### src/rtl/tone_decoder.sv
// Square-wave tone decoder: measures the half-period of audioIn, locks onto a
// stable note, reports its generator period code and how many ticks it lasted.
module tone_decoder #(
    parameter int TOL     = 1,
    parameter int TICK    = 12_500_000,
    parameter int SILENCE = 2_000_000
) (
    input  logic        clock,
    input  logic        reset,
    input  logic        audioIn,
    output logic        noteValid,
    output logic [19:0] notePeriod,
    output logic        noteDone,
    output logic [19:0] lastPeriod,
    output logic [4:0]  lastDuration,
    output logic [1:0]  o_dbg_state
);

    localparam int IW = 21;
    localparam int TW = (TICK > 1) ? $clog2(TICK) : 1;
    localparam logic [IW-1:0] IV_MAX    = '1;
    localparam logic [IW-1:0] SIL_LAST  = IW'(SILENCE - 1);
    localparam logic [IW-1:0] TOL_V     = IW'(TOL);
    localparam logic [TW-1:0] TICK_LAST = TW'(TICK - 1);
    localparam logic [4:0]    DUR_MAX   = 5'd31;

    typedef enum logic [1:0] {
        S_SILENT  = 2'd0,
        S_ACQUIRE = 2'd1,
        S_LOCKED  = 2'd2
    } state_t;

    state_t r_state;
    state_t w_state_nx;

    logic          r_sync1;
    logic          r_sync2;
    logic          r_prev_smp;
    logic [IW-1:0] r_iv_cnt;
    logic [IW-1:0] r_sil_cnt;
    logic [IW-1:0] r_prev_iv;
    logic          r_prev_valid;
    logic [IW-1:0] r_lock_iv;
    logic [TW-1:0] r_tick_cnt;
    logic [4:0]    r_dur;
    logic          r_note_valid;
    logic [19:0]   r_note_period;
    logic          r_note_done;
    logic [19:0]   r_last_period;
    logic [4:0]    r_last_dur;

    logic          w_strobe;
    logic          w_timeout;
    logic [IW-1:0] w_iv;
    logic [IW-1:0] w_diff_prev;
    logic [IW-1:0] w_diff_lock;
    logic          w_match_prev;
    logic          w_match_lock;
    logic          w_tick_wrap;
    logic [4:0]    w_dur_now;
    logic          w_lock;
    logic          w_end;
    logic          w_prev_load;
    logic          w_prev_clr;

    // Both polarities of the synchronized input count as an edge.
    assign w_strobe  = r_sync2 ^ r_prev_smp;
    assign w_timeout = (r_sil_cnt == SIL_LAST) && !w_strobe;
    assign w_iv      = r_iv_cnt;

    assign w_diff_prev  = (w_iv > r_prev_iv) ? (w_iv - r_prev_iv) : (r_prev_iv - w_iv);
    assign w_diff_lock  = (w_iv > r_lock_iv) ? (w_iv - r_lock_iv) : (r_lock_iv - w_iv);
    assign w_match_prev = r_prev_valid && (w_diff_prev <= TOL_V);
    assign w_match_lock = (w_diff_lock <= TOL_V);

    // Duration including the tick that completes on this very clock.
    assign w_tick_wrap = (r_tick_cnt == TICK_LAST);
    assign w_dur_now   = (w_tick_wrap && r_dur != DUR_MAX) ? (r_dur + 5'd1) : r_dur;

    always_ff @(posedge clock or posedge reset) begin
        if (reset) begin
            r_sync1    <= 1'b0;
            r_sync2    <= 1'b0;
            r_prev_smp <= 1'b0;
        end else begin
            r_sync1    <= audioIn;
            r_sync2    <= r_sync1;
            r_prev_smp <= r_sync2;
        end
    end

    always_ff @(posedge clock or posedge reset) begin
        if (reset) begin
            r_iv_cnt  <= '0;
            r_sil_cnt <= '0;
        end else if (w_strobe) begin
            r_iv_cnt  <= {{(IW-1){1'b0}}, 1'b1};
            r_sil_cnt <= '0;
        end else begin
            if (r_iv_cnt != IV_MAX) begin
                r_iv_cnt <= r_iv_cnt + 1'b1;
            end
            if (r_sil_cnt != SIL_LAST) begin
                r_sil_cnt <= r_sil_cnt + 1'b1;
            end
        end
    end

    always_ff @(posedge clock or posedge reset) begin
        if (reset) begin
            r_state <= S_SILENT;
        end else begin
            r_state <= w_state_nx;
        end
    end

    always_comb begin
        w_state_nx  = r_state;
        w_lock      = 1'b0;
        w_end       = 1'b0;
        w_prev_load = 1'b0;
        w_prev_clr  = 1'b0;
        case (r_state)
            S_SILENT: begin
                if (w_strobe) begin
                    w_state_nx = S_ACQUIRE;
                end
            end
            S_ACQUIRE: begin
                if (w_strobe) begin
                    if (w_match_prev) begin
                        w_state_nx = S_LOCKED;
                        w_lock     = 1'b1;
                    end else begin
                        w_prev_load = 1'b1;
                    end
                end else if (w_timeout) begin
                    w_state_nx = S_SILENT;
                    w_prev_clr = 1'b1;
                end
            end
            S_LOCKED: begin
                if (w_strobe) begin
                    if (!w_match_lock) begin
                        w_state_nx  = S_ACQUIRE;
                        w_end       = 1'b1;
                        w_prev_load = 1'b1;
                    end
                end else if (w_timeout) begin
                    w_state_nx = S_SILENT;
                    w_end      = 1'b1;
                    w_prev_clr = 1'b1;
                end
            end
            default: begin
                w_state_nx = S_SILENT;
                w_prev_clr = 1'b1;
            end
        endcase
    end

    always_ff @(posedge clock or posedge reset) begin
        if (reset) begin
            r_prev_iv    <= '0;
            r_prev_valid <= 1'b0;
        end else if (w_prev_clr) begin
            r_prev_valid <= 1'b0;
        end else if (w_prev_load) begin
            r_prev_iv    <= w_iv;
            r_prev_valid <= 1'b1;
        end
    end

    // The locked interval is frozen at lock time; jitter never moves it.
    always_ff @(posedge clock or posedge reset) begin
        if (reset) begin
            r_lock_iv     <= '0;
            r_note_period <= '0;
            r_tick_cnt    <= '0;
            r_dur         <= '0;
        end else if (w_lock) begin
            r_lock_iv     <= w_iv;
            r_note_period <= 20'(w_iv - 21'd1);
            r_tick_cnt    <= '0;
            r_dur         <= '0;
        end else if (r_state == S_LOCKED) begin
            r_tick_cnt <= w_tick_wrap ? '0 : (r_tick_cnt + 1'b1);
            r_dur      <= w_dur_now;
        end
    end

    always_ff @(posedge clock or posedge reset) begin
        if (reset) begin
            r_note_valid  <= 1'b0;
            r_note_done   <= 1'b0;
            r_last_period <= '0;
            r_last_dur    <= '0;
        end else begin
            r_note_valid <= (w_state_nx == S_LOCKED);
            r_note_done  <= w_end;
            if (w_end) begin
                r_last_period <= r_note_period;
                r_last_dur    <= w_dur_now;
            end
        end
    end

    assign noteValid    = r_note_valid;
    assign notePeriod   = r_note_period;
    assign noteDone     = r_note_done;
    assign lastPeriod   = r_last_period;
    assign lastDuration = r_last_dur;
    assign o_dbg_state  = r_state;

endmodule
### config.mk
export PLATFORM = sky130hd
export DESIGN_NAME = tone_decoder
export DESIGN_NICKNAME = d
export VERILOG_FILES = /design/src/rtl/tone_decoder.sv
export SDC_FILE = /design/constraint.sdc
export NUM_CORES = 1
export LEC_CHECK = 0
export ABC_AREA = 0
export CAP_MARGIN = 0
export CORE_MARGIN = 2
export CORE_UTILIZATION = 60
export CTS_CLUSTER_SIZE = 14
export DETAILED_ROUTE_END_ITERATION = 10
export PLACE_DENSITY = 0.79
export SETUP_SLACK_MARGIN = 0.3
export SYNTH_ARGS = -nofsm -noshare
export SYNTH_HDL_FRONTEND = slang
export SYNTH_SLANG_ARGS = --single-unit
### constraint.sdc
create_clock -name clock -period 8.9 [get_ports clock]
set_input_delay 1.78 -clock clock [delete_from_list [all_inputs] [get_ports clock]]
set_output_delay 1.78 -clock clock [all_outputs]
set_load 0.05 [all_outputs]
Word level (Yosys, flattened, before mapping)
Cells that the tools add are included.
{"block": "op_classes", "n_eq_ne": 8, "n_lt_le_gt_ge": 4, "n_addsub": 9, "n_bitwise": 2, "n_reduce_logical": 11, "n_mux": 34}
{"op": "21-bit 2-to-1 mux", "n": 6}
{"op": "21-bit subtractor", "n": 4}
{"op": "24-bit 2-to-1 mux", "n": 3}
{"op": "21-bit by 1-bit adder with 21-bit output (second input constant)", "n": 2}
{"op": "21-bit greater-than comparator", "n": 2}
{"op": "21-bit by 1-bit <= comparator with 1-bit output (second input constant)", "n": 2}
{"op": "21-bit inequality test (second input constant)", "n": 2}
{"op": "24-bit by 1-bit adder with 24-bit output (second input constant)", "n": 1}
{"op": "24-bit equality test (second input constant)", "n": 1}
{"op": "21-bit equality test (second input constant)", "n": 1}
{"op": "20-bit by 1-bit subtractor with 20-bit output (second input constant)", "n": 1}
{"op": "5-bit 2-to-1 mux", "n": 3}
{"op": "1-bit 2-to-1 mux", "n": 13}
{"op": "2-bit 2-to-1 mux", "n": 6}
{"op": "2-bit nonzero test", "n": 4}
{"op": "2-bit case mux with 3 select lines", "n": 1}
{"op": "5-bit by 1-bit adder with 5-bit output (second input constant)", "n": 1}
{"op": "5-bit inequality test (second input constant)", "n": 1}
{"op": "2-bit equality test (second input constant)", "n": 2}
{"op": "1-bit case mux with 2 select lines", "n": 2}
{"op": "1-bit logical AND", "n": 3}
{"op": "2-bit by 1-bit equality test with 1-bit output (second input constant)", "n": 1}
{"op": "2-bit zero test", "n": 1}
{"op": "2-bit AND reduction", "n": 1}
{"op": "4 further kinds", "n": 4}
{"block": "totals", "inputBits": 3, "elab_cells": 84, "register_bits": 166, "output_inout_bits": 49}

Depth between registers and ports, before layout
{"block": "logic_depth", "depth_word": 9, "ltp_mapped": 19, "ltp_nobuf": 16}

Least setup slack after synthesis
No wires, ideal clock.
{"block": "synth_timing", "kind": "register to register", "start": "register r_iv_cnt[11]", "end": "register r_last_period[17], in the netlist lastPeriod[17]", "setup_ns": 0.128, "slack_ns": 4.622, "path_stages_with_launch": 18, "synth_period_minus_slack_ns": 4.278, "n_path_buf": 3, "arrival_time_ns": 4.151, "t_required_ns": 8.772, "path_cell_list": "dfrtp_1 -> clkbuf_1 -> inv_1 -> ha_1 -> buf_2 -> nand2_1 -> o211ai_1 -> and2_1 -> o311ai_4 -> a221oi_1 -> nor3_1 -> or3b_1 -> or4b_1 -> nor4_2 -> a21o_1 -> a21oi_2 -> buf_6 -> mux2_1"}
{"block": "synth_via", "elab_chain_cells": 6, "word_cells_on_any_way": 8, "cone_classes": "add/sub: 2; order compare: 2; mux: 4"}
{"item": "start, declared", "line_no": "39", "text": "logic [IW-1:0] r_iv_cnt;"}
{"item": "start signal, assigned", "line_no": "97", "text": "r_iv_cnt <= {{(IW-1){1'b0}}, 1'b1};"}
{"item": "start signal, assigned", "line_no": "101", "text": "r_iv_cnt <= r_iv_cnt + 1'b1;"}
{"item": "21-bit subtractor or 21-bit greater-than comparator (tied branches)", "line_no": "72", "text": "assign w_diff_lock = (w_iv > r_lock_iv) ? (w_iv - r_lock_iv) : (r_lock_iv - w_iv);"}
{"item": "21-bit 2-to-1 mux *", "line_no": "72"}
{"item": "21-bit by 1-bit <= comparator with 1-bit output *", "line_no": "74", "text": "assign w_match_lock = (w_diff_lock <= TOL_V);"}
{"item": "1-bit 2-to-1 mux *", "line_no": "144", "text": "if (!w_match_lock) begin"}
{"item": "1-bit 2-to-1 mux *", "line_no": "143", "text": "if (w_strobe) begin"}
{"item": "1-bit 2-to-1 mux *", "line_no": "123", "text": "case (r_state)"}
{"item": "end signal, assigned", "line_no": "202", "text": "r_last_period <= r_note_period;"}
{"item": "end, declared", "line_no": "49", "text": "logic [19:0] r_last_period;"}
Every way passes the cells marked *; elsewhere a longest branch is shown, timed or not.
A chain may end at the register's enable or synchronous reset.

Worst setup path after layout
{"block": "layout_timing", "start": "register r_iv_cnt[13]", "end": "register r_note_period[17], in the netlist notePeriod[17]"}
{"block": "layout_via", "elab_chain_cells": 7, "word_cells_on_any_way": 10, "cone_classes": "add/sub: 3; order compare: 2; mux: 4; reduce/logical: 1"}
{"item": "21-bit subtractor or 21-bit greater-than comparator (tied branches)", "line_no": "71", "text": "assign w_diff_prev = (w_iv > r_prev_iv) ? (w_iv - r_prev_iv) : (r_prev_iv - w_iv);"}
{"item": "21-bit 2-to-1 mux", "line_no": "71"}
{"item": "21-bit by 1-bit <= comparator with 1-bit output", "line_no": "73", "text": "assign w_match_prev = r_prev_valid && (w_diff_prev <= TOL_V);"}
{"item": "1-bit logical AND", "line_no": "73"}
{"item": "1-bit 2-to-1 mux", "line_no": "131", "text": "if (w_match_prev) begin"}
{"item": "1-bit 2-to-1 mux", "line_no": "130", "text": "if (w_strobe) begin"}
{"item": "1-bit 2-to-1 mux", "line_no": "123"}
{"item": "end signal, assigned", "line_no": "183", "text": "r_note_period <= 20'(w_iv - 21'd1);"}
{"item": "end, declared", "line_no": "47", "text": "logic [19:0] r_note_period;"}
Several ways; a longest one is shown, not always the timed one.

==> impl_metrics.prom <==
# TYPE chip_impl_metric gauge
chip_impl_info{name="outcome",value="complete, no violations"} 1
chip_impl_metric{name="die-area",unit="sq mm"} 0.0215
chip_impl_metric{name="register_bit_count_reported_by_yosys",unit=""} 166
chip_impl_metric{name="filler_cell_count",unit=""} 1603
chip_impl_metric{name="max_cap_violations",unit=""} 0
chip_impl_metric{name="dr.pass1.iters",unit=""} 6
chip_impl_metric{name="async_flop_share",unit=""} 1.00
chip_impl_metric{name="power.total",unit="W"} 0.00274
chip_impl_metric{name="detailed_place_hpwl",unit="um"} 23800
chip_impl_info{name="synthFlopType",value="sky130_fd_sc_hd__dfrtp_1"} 1
chip_impl_metric{name="syn_nets",unit=""} 1447
chip_impl_metric{name="post-cts-setup-buffers",unit=""} 0
chip_impl_metric{name="antenna_cells_inserted",unit=""} 0
chip_impl_info{name="synthTopCellsByCount",value="sky130_fd_sc_hd__dfrtp_1, sky130_fd_sc_hd__nor2_1, sky130_fd_sc_hd__ha_1"} 1
chip_impl_metric{name="gpl.final_weighted_congestion",unit=""} 0.993
chip_impl_info{name="worst_r2r_startpoint",value="r_iv_cnt[13]$_DFFE_PP0P_"} 1
chip_impl_metric{name="grt_antenna_before_repair",unit=""} 2
chip_impl_metric{name="clock-skew-final",unit="ns"} 0.0160
chip_impl_info{name="cts_tree",value="built"} 1
chip_impl_metric{name="worst_setup_hold_path_clk_slew",unit="ns"} 0.08
chip_impl_metric{name="groute.usage.overall",unit=""} 0.297
chip_impl_metric{name="fmaxAchievable",unit="GHz"} 0.175
chip_impl_metric{name="timing.final.hold_violations",unit=""} 0
chip_impl_metric{name="setup_tns",unit="ns"} 0
chip_impl_info{name="clk_root_buffer_cell",value="sky130_fd_sc_hd__clkbuf_16"} 1
chip_impl_metric{name="chipHeight",unit="um"} 147
chip_impl_info{name="hold_start",value="r_sync1$_DFF_PP0_"} 1
chip_impl_metric{name="power.density",unit="mW/mm^2"} 204
chip_impl_metric{name="post_synth_num_cell_types",unit=""} 86
chip_impl_metric{name="core_area",unit="sq mm"} 0.0201
chip_impl_info{name="crit_path_top_delay_cell",value="sky130_fd_sc_hd__or4_2"} 1
chip_impl_metric{name="wp_data_required",unit="ns"} 9.21
chip_impl_metric{name="drc",unit=""} 0
chip_impl_metric{name="crit_fanout",unit=""} 36
chip_impl_metric{name="max_stage_delay",unit="ns"} 0.90
chip_impl_metric{name="netlist_area",unit="sq mm"} 0.0122
chip_impl_metric{name="grt_max_degree",unit=""} 121
chip_impl_metric{name="route.antenna.remaining_nets",unit=""} 0
chip_impl_metric{name="synth_seq_area_share",unit=""} 0.340
chip_impl_metric{name="cts_buffers",unit=""} 17
chip_impl_metric{name="fin_nets",unit=""} 1469
chip_impl_metric{name="routed_wl",unit="um"} 31400
chip_impl_metric{name="global_route_wire_length_before_repair",unit="um"} 51400
chip_impl_metric{name="post_route_cells_drive_above_1_share",unit=""} 0.0817
chip_impl_metric{name="fin_area",unit="sq mm"} 0.0134
chip_impl_metric{name="syn_to_final_growth",unit="%"} 9.89
chip_impl_metric{name="fp-row-count",unit=""} 52
chip_impl_metric{name="detailroute.via_count",unit=""} 10200
chip_impl_metric{name="viasPerCell",unit=""} 6.17
chip_impl_metric{name="timing_worst_slew_pin_value",unit="ns"} 1.06
chip_impl_metric{name="synth_top_cell_area_share",unit=""} 0.340
chip_impl_metric{name="floorplan.initialDensity",unit=""} 0.608
chip_impl_info{name="timing.hold.worst.class",value="reg -> reg"} 1
chip_impl_info{name="yosysTopAreaCell",value="sky130_fd_sc_hd__dfrtp_1"} 1
chip_impl_metric{name="synth_enable_flop_cells",unit=""} 0
chip_impl_metric{name="clock_insertion_delay_worst_skew",unit="ns"} 0.43
chip_impl_info{name="timing.setup.critical_path_class",value="reg -> reg"} 1
chip_impl_info{name="worst_r2r_endpoint",value="notePeriod[17]$_DFFE_PP0N_"} 1
chip_impl_info{name="synth.area.top_cells",value="sky130_fd_sc_hd__dfrtp_1, sky130_fd_sc_hd__ha_1, sky130_fd_sc_hd__mux2i_1"} 1
chip_impl_metric{name="boundaryPins",unit=""} 52
chip_impl_info{name="critical_path.endpoint_type",value="flip-flop"} 1
chip_impl_metric{name="post_synth_inst_count",unit=""} 1348
chip_impl_info{name="setup.worst_path.start_class",value="flip-flop"} 1
chip_impl_metric{name="timing_max_transition_violations_final",unit=""} 0
chip_impl_metric{name="post_cts_resize_count",unit=""} 0
chip_impl_metric{name="crit_arrival",unit="ns"} 6.03
chip_impl_info{name="holdPathEnd",value="r_sync2$_DFF_PP0_"} 1
chip_impl_info{name="crit_family",value="simple AND/OR/NAND/NOR gates"} 1
chip_impl_metric{name="cts.htree.levels",unit=""} 4
chip_impl_metric{name="clockBufferDepth",unit=""} 2
chip_impl_info{name="rsz0062_at_grt",value="false"} 1
chip_impl_metric{name="place_area",unit="sq mm"} 0.0129
chip_impl_metric{name="cts_sinks",unit=""} 166
chip_impl_metric{name="max-vdd-ir-drop",unit="V"} 0.000131
chip_impl_metric{name="remaining_overflow_grt",unit=""} 0
chip_impl_metric{name="number_of_endpoints_failing_setup_at_the_final_stage",unit=""} 0
chip_impl_metric{name="r2r_cells",unit=""} 13
chip_impl_metric{name="period_needed",unit="ns"} 5.71
chip_impl_metric{name="reg2reg_setup_slack",unit="ns"} 3.19
chip_impl_metric{name="yosys_warnings",unit=""} 0
chip_impl_metric{name="io_buffer_count",unit=""} 51
chip_impl_metric{name="chipWidth",unit="um"} 147
chip_impl_metric{name="timing.final.crit_share",unit=""} 0.642
chip_impl_metric{name="cts_hold_buffers",unit=""} 0
chip_impl_metric{name="synthesis.area_per_instance",unit="sq um"} 9.07
chip_impl_metric{name="worst_hold_path_cells",unit=""} 0
chip_impl_info{name="cp_cell_sequence",value="clkinv_1 > ha_1 > nand4_1 > or2_0 > or4_4 > o21ai_2 > mux2_2 > o21ai_0 > xnor2_1 > nand4_1 > or4_2 > buf_4 > mux2_2"} 1
chip_impl_metric{name="grt_pass1_vias",unit=""} 9651
chip_impl_metric{name="detail_route.iter0.violations",unit=""} 979
chip_impl_metric{name="crit_buf_inv",unit=""} 2
chip_impl_metric{name="static-leakage-power",unit="nW"} 6.38
chip_impl_metric{name="worst_slew_margin_rel",unit=""} 0.287
chip_impl_info{name="most_repeated_cell_in_the_gate_level_netlist_after_synthesis",value="sky130_fd_sc_hd__dfrtp_1"} 1
chip_impl_metric{name="avgRoutedWirePerCell",unit="um"} 19.0
[placed cells by master (no fill, tap or decap), drive strengths merged, types with 12 or more instances in the layout]
cell type      count
mux2              48
clkdlybuf4s50     51
o21ai             58
a21oi             94
xor2              41
xnor2             65
nand2             90
and3              15
nand3             40
inv               84
mux2i             59
nand4             39
o21a              12
nor3              24
a21o              25
nor2b             19
ha                92
clkbuf            18
nor4              17
dfrtp            166
nor2             142
[worst max path at each step]
stage	startpoint	end	slack [ns]	depth (start not counted)
2_1_floorplan	reset	lastDuration[0]$_DFFE_PP0P_	2.63	1
3_3_place_gp	r_iv_cnt[13]$_DFFE_PP0P_	notePeriod[7]$_DFFE_PP0N_	3.36	13
3_5_place_dp	r_iv_cnt[3]$_DFFE_PP0P_	notePeriod[9]$_DFFE_PP0N_	3.29	13
4_1_cts	r_iv_cnt[3]$_DFFE_PP0P_	notePeriod[17]$_DFFE_PP0N_	3.26	13
5_1_grt	r_iv_cnt[3]$_DFFE_PP0P_	notePeriod[8]$_DFFE_PP0N_	2.84	14
6_report	r_iv_cnt[13]$_DFFE_PP0P_	notePeriod[17]$_DFFE_PP0N_	3.19	13
[metal layers]
layer | GRT usage | wire (um) | vias to the layer above
met5 | 0 | 0 | -
met4 | 0.0709 | 488 | 0
met3 | 0.0382 | 1940 | 39
met2 | 0.467 | 14300 | 371
met1 | 0.439 | 14600 | 4955
li1 | - | - | 4836
[layout make-up]
type | instances | area (sq um) | share of cell area
Multi-Input combinational cell | 1042 | 7490 | 0.557
Sequential cell | 166 | 4150 | 0.309
Timing Repair Buffer | 58 | 563 | 0.0419
Clock buffer | 18 | 429 | 0.0319
Tap cell | 270 | 338 | 0.0251
Inverter | 85 | 324 | 0.0241
Clock inverter | 14 | 139 | 0.0103
[state kept, by name (all words and copies together) (netlist names)]
register	count
r_lock_iv	21
r_prev_valid	1
lastPeriod	20
notePeriod	20
r_sync1	1
r_sil_cnt	21
r_dur	5
lastDuration	5
r_prev_iv	21
noteDone	1
r_iv_cnt	21
r_prev_smp	1
o_dbg_state	2
noteValid	1
r_sync2	1
r_tick_cnt	24
[per-stage QoR]
| stage | utilization | cells | hold WS [ns] | setup WS, ns |
|---|---|---|---|---|
| 3_3_place_gp | 0.640 | 1621 | 0.336 | 3.36 |
| 3_5_place_dp | 0.640 | 1621 | 0.338 | 3.29 |
| 6_report | 0.668 | 1653 | 0.356 | 3.19 |
| 5_1_grt | 0.668 | 1653 | 0.358 | 2.84 |
| 2_1_floorplan | - | 1348 | 0.331 | 2.63 |
| 4_1_cts | 0.668 | 1653 | 0.357 | 3.26 |
[worst reg2reg max path: stages (launching register included)]
cell and delay (ns):
sky130_fd_sc_hd__dfrtp_1 0.45, sky130_fd_sc_hd__clkinv_1 0.30, sky130_fd_sc_hd__ha_1 0.70, sky130_fd_sc_hd__nand4_1 0.23, sky130_fd_sc_hd__or2_0 0.32, sky130_fd_sc_hd__or4_4 0.61
sky130_fd_sc_hd__o21ai_2 0.32, sky130_fd_sc_hd__mux2_2 0.42, sky130_fd_sc_hd__o21ai_0 0.22, sky130_fd_sc_hd__xnor2_1 0.19, sky130_fd_sc_hd__nand4_1 0.15, sky130_fd_sc_hd__or4_2 0.90
sky130_fd_sc_hd__buf_4 0.42, sky130_fd_sc_hd__mux2_2 0.40
[report_power, final]
part / total (W) / leakage [nW] / switching [W] / internal (W)
clock network: 0.000714 / 0.266 / 0.000343 / 0.000371
registers: 0.000798 / 2.30 / 0.0000264 / 0.000772
logic: 0.00123 / 3.81 / 0.000720 / 0.000508
[logic make-up (layout without fill, tap and decap cells)]
family                     Yosys count  after routing  synth area share
and+or+nand+nor                    445            445             0.181
AOI/OAI and AO/OA                  288            288             0.155
DFF                                166            166             0.340
buffers and inverters              140            175            0.0509
muxes                              107            107            0.0968
xor gates and xnor gates           106            106            0.0759
adders and majority gates           96             96             0.101
Power figures use the tool's default switching activity.
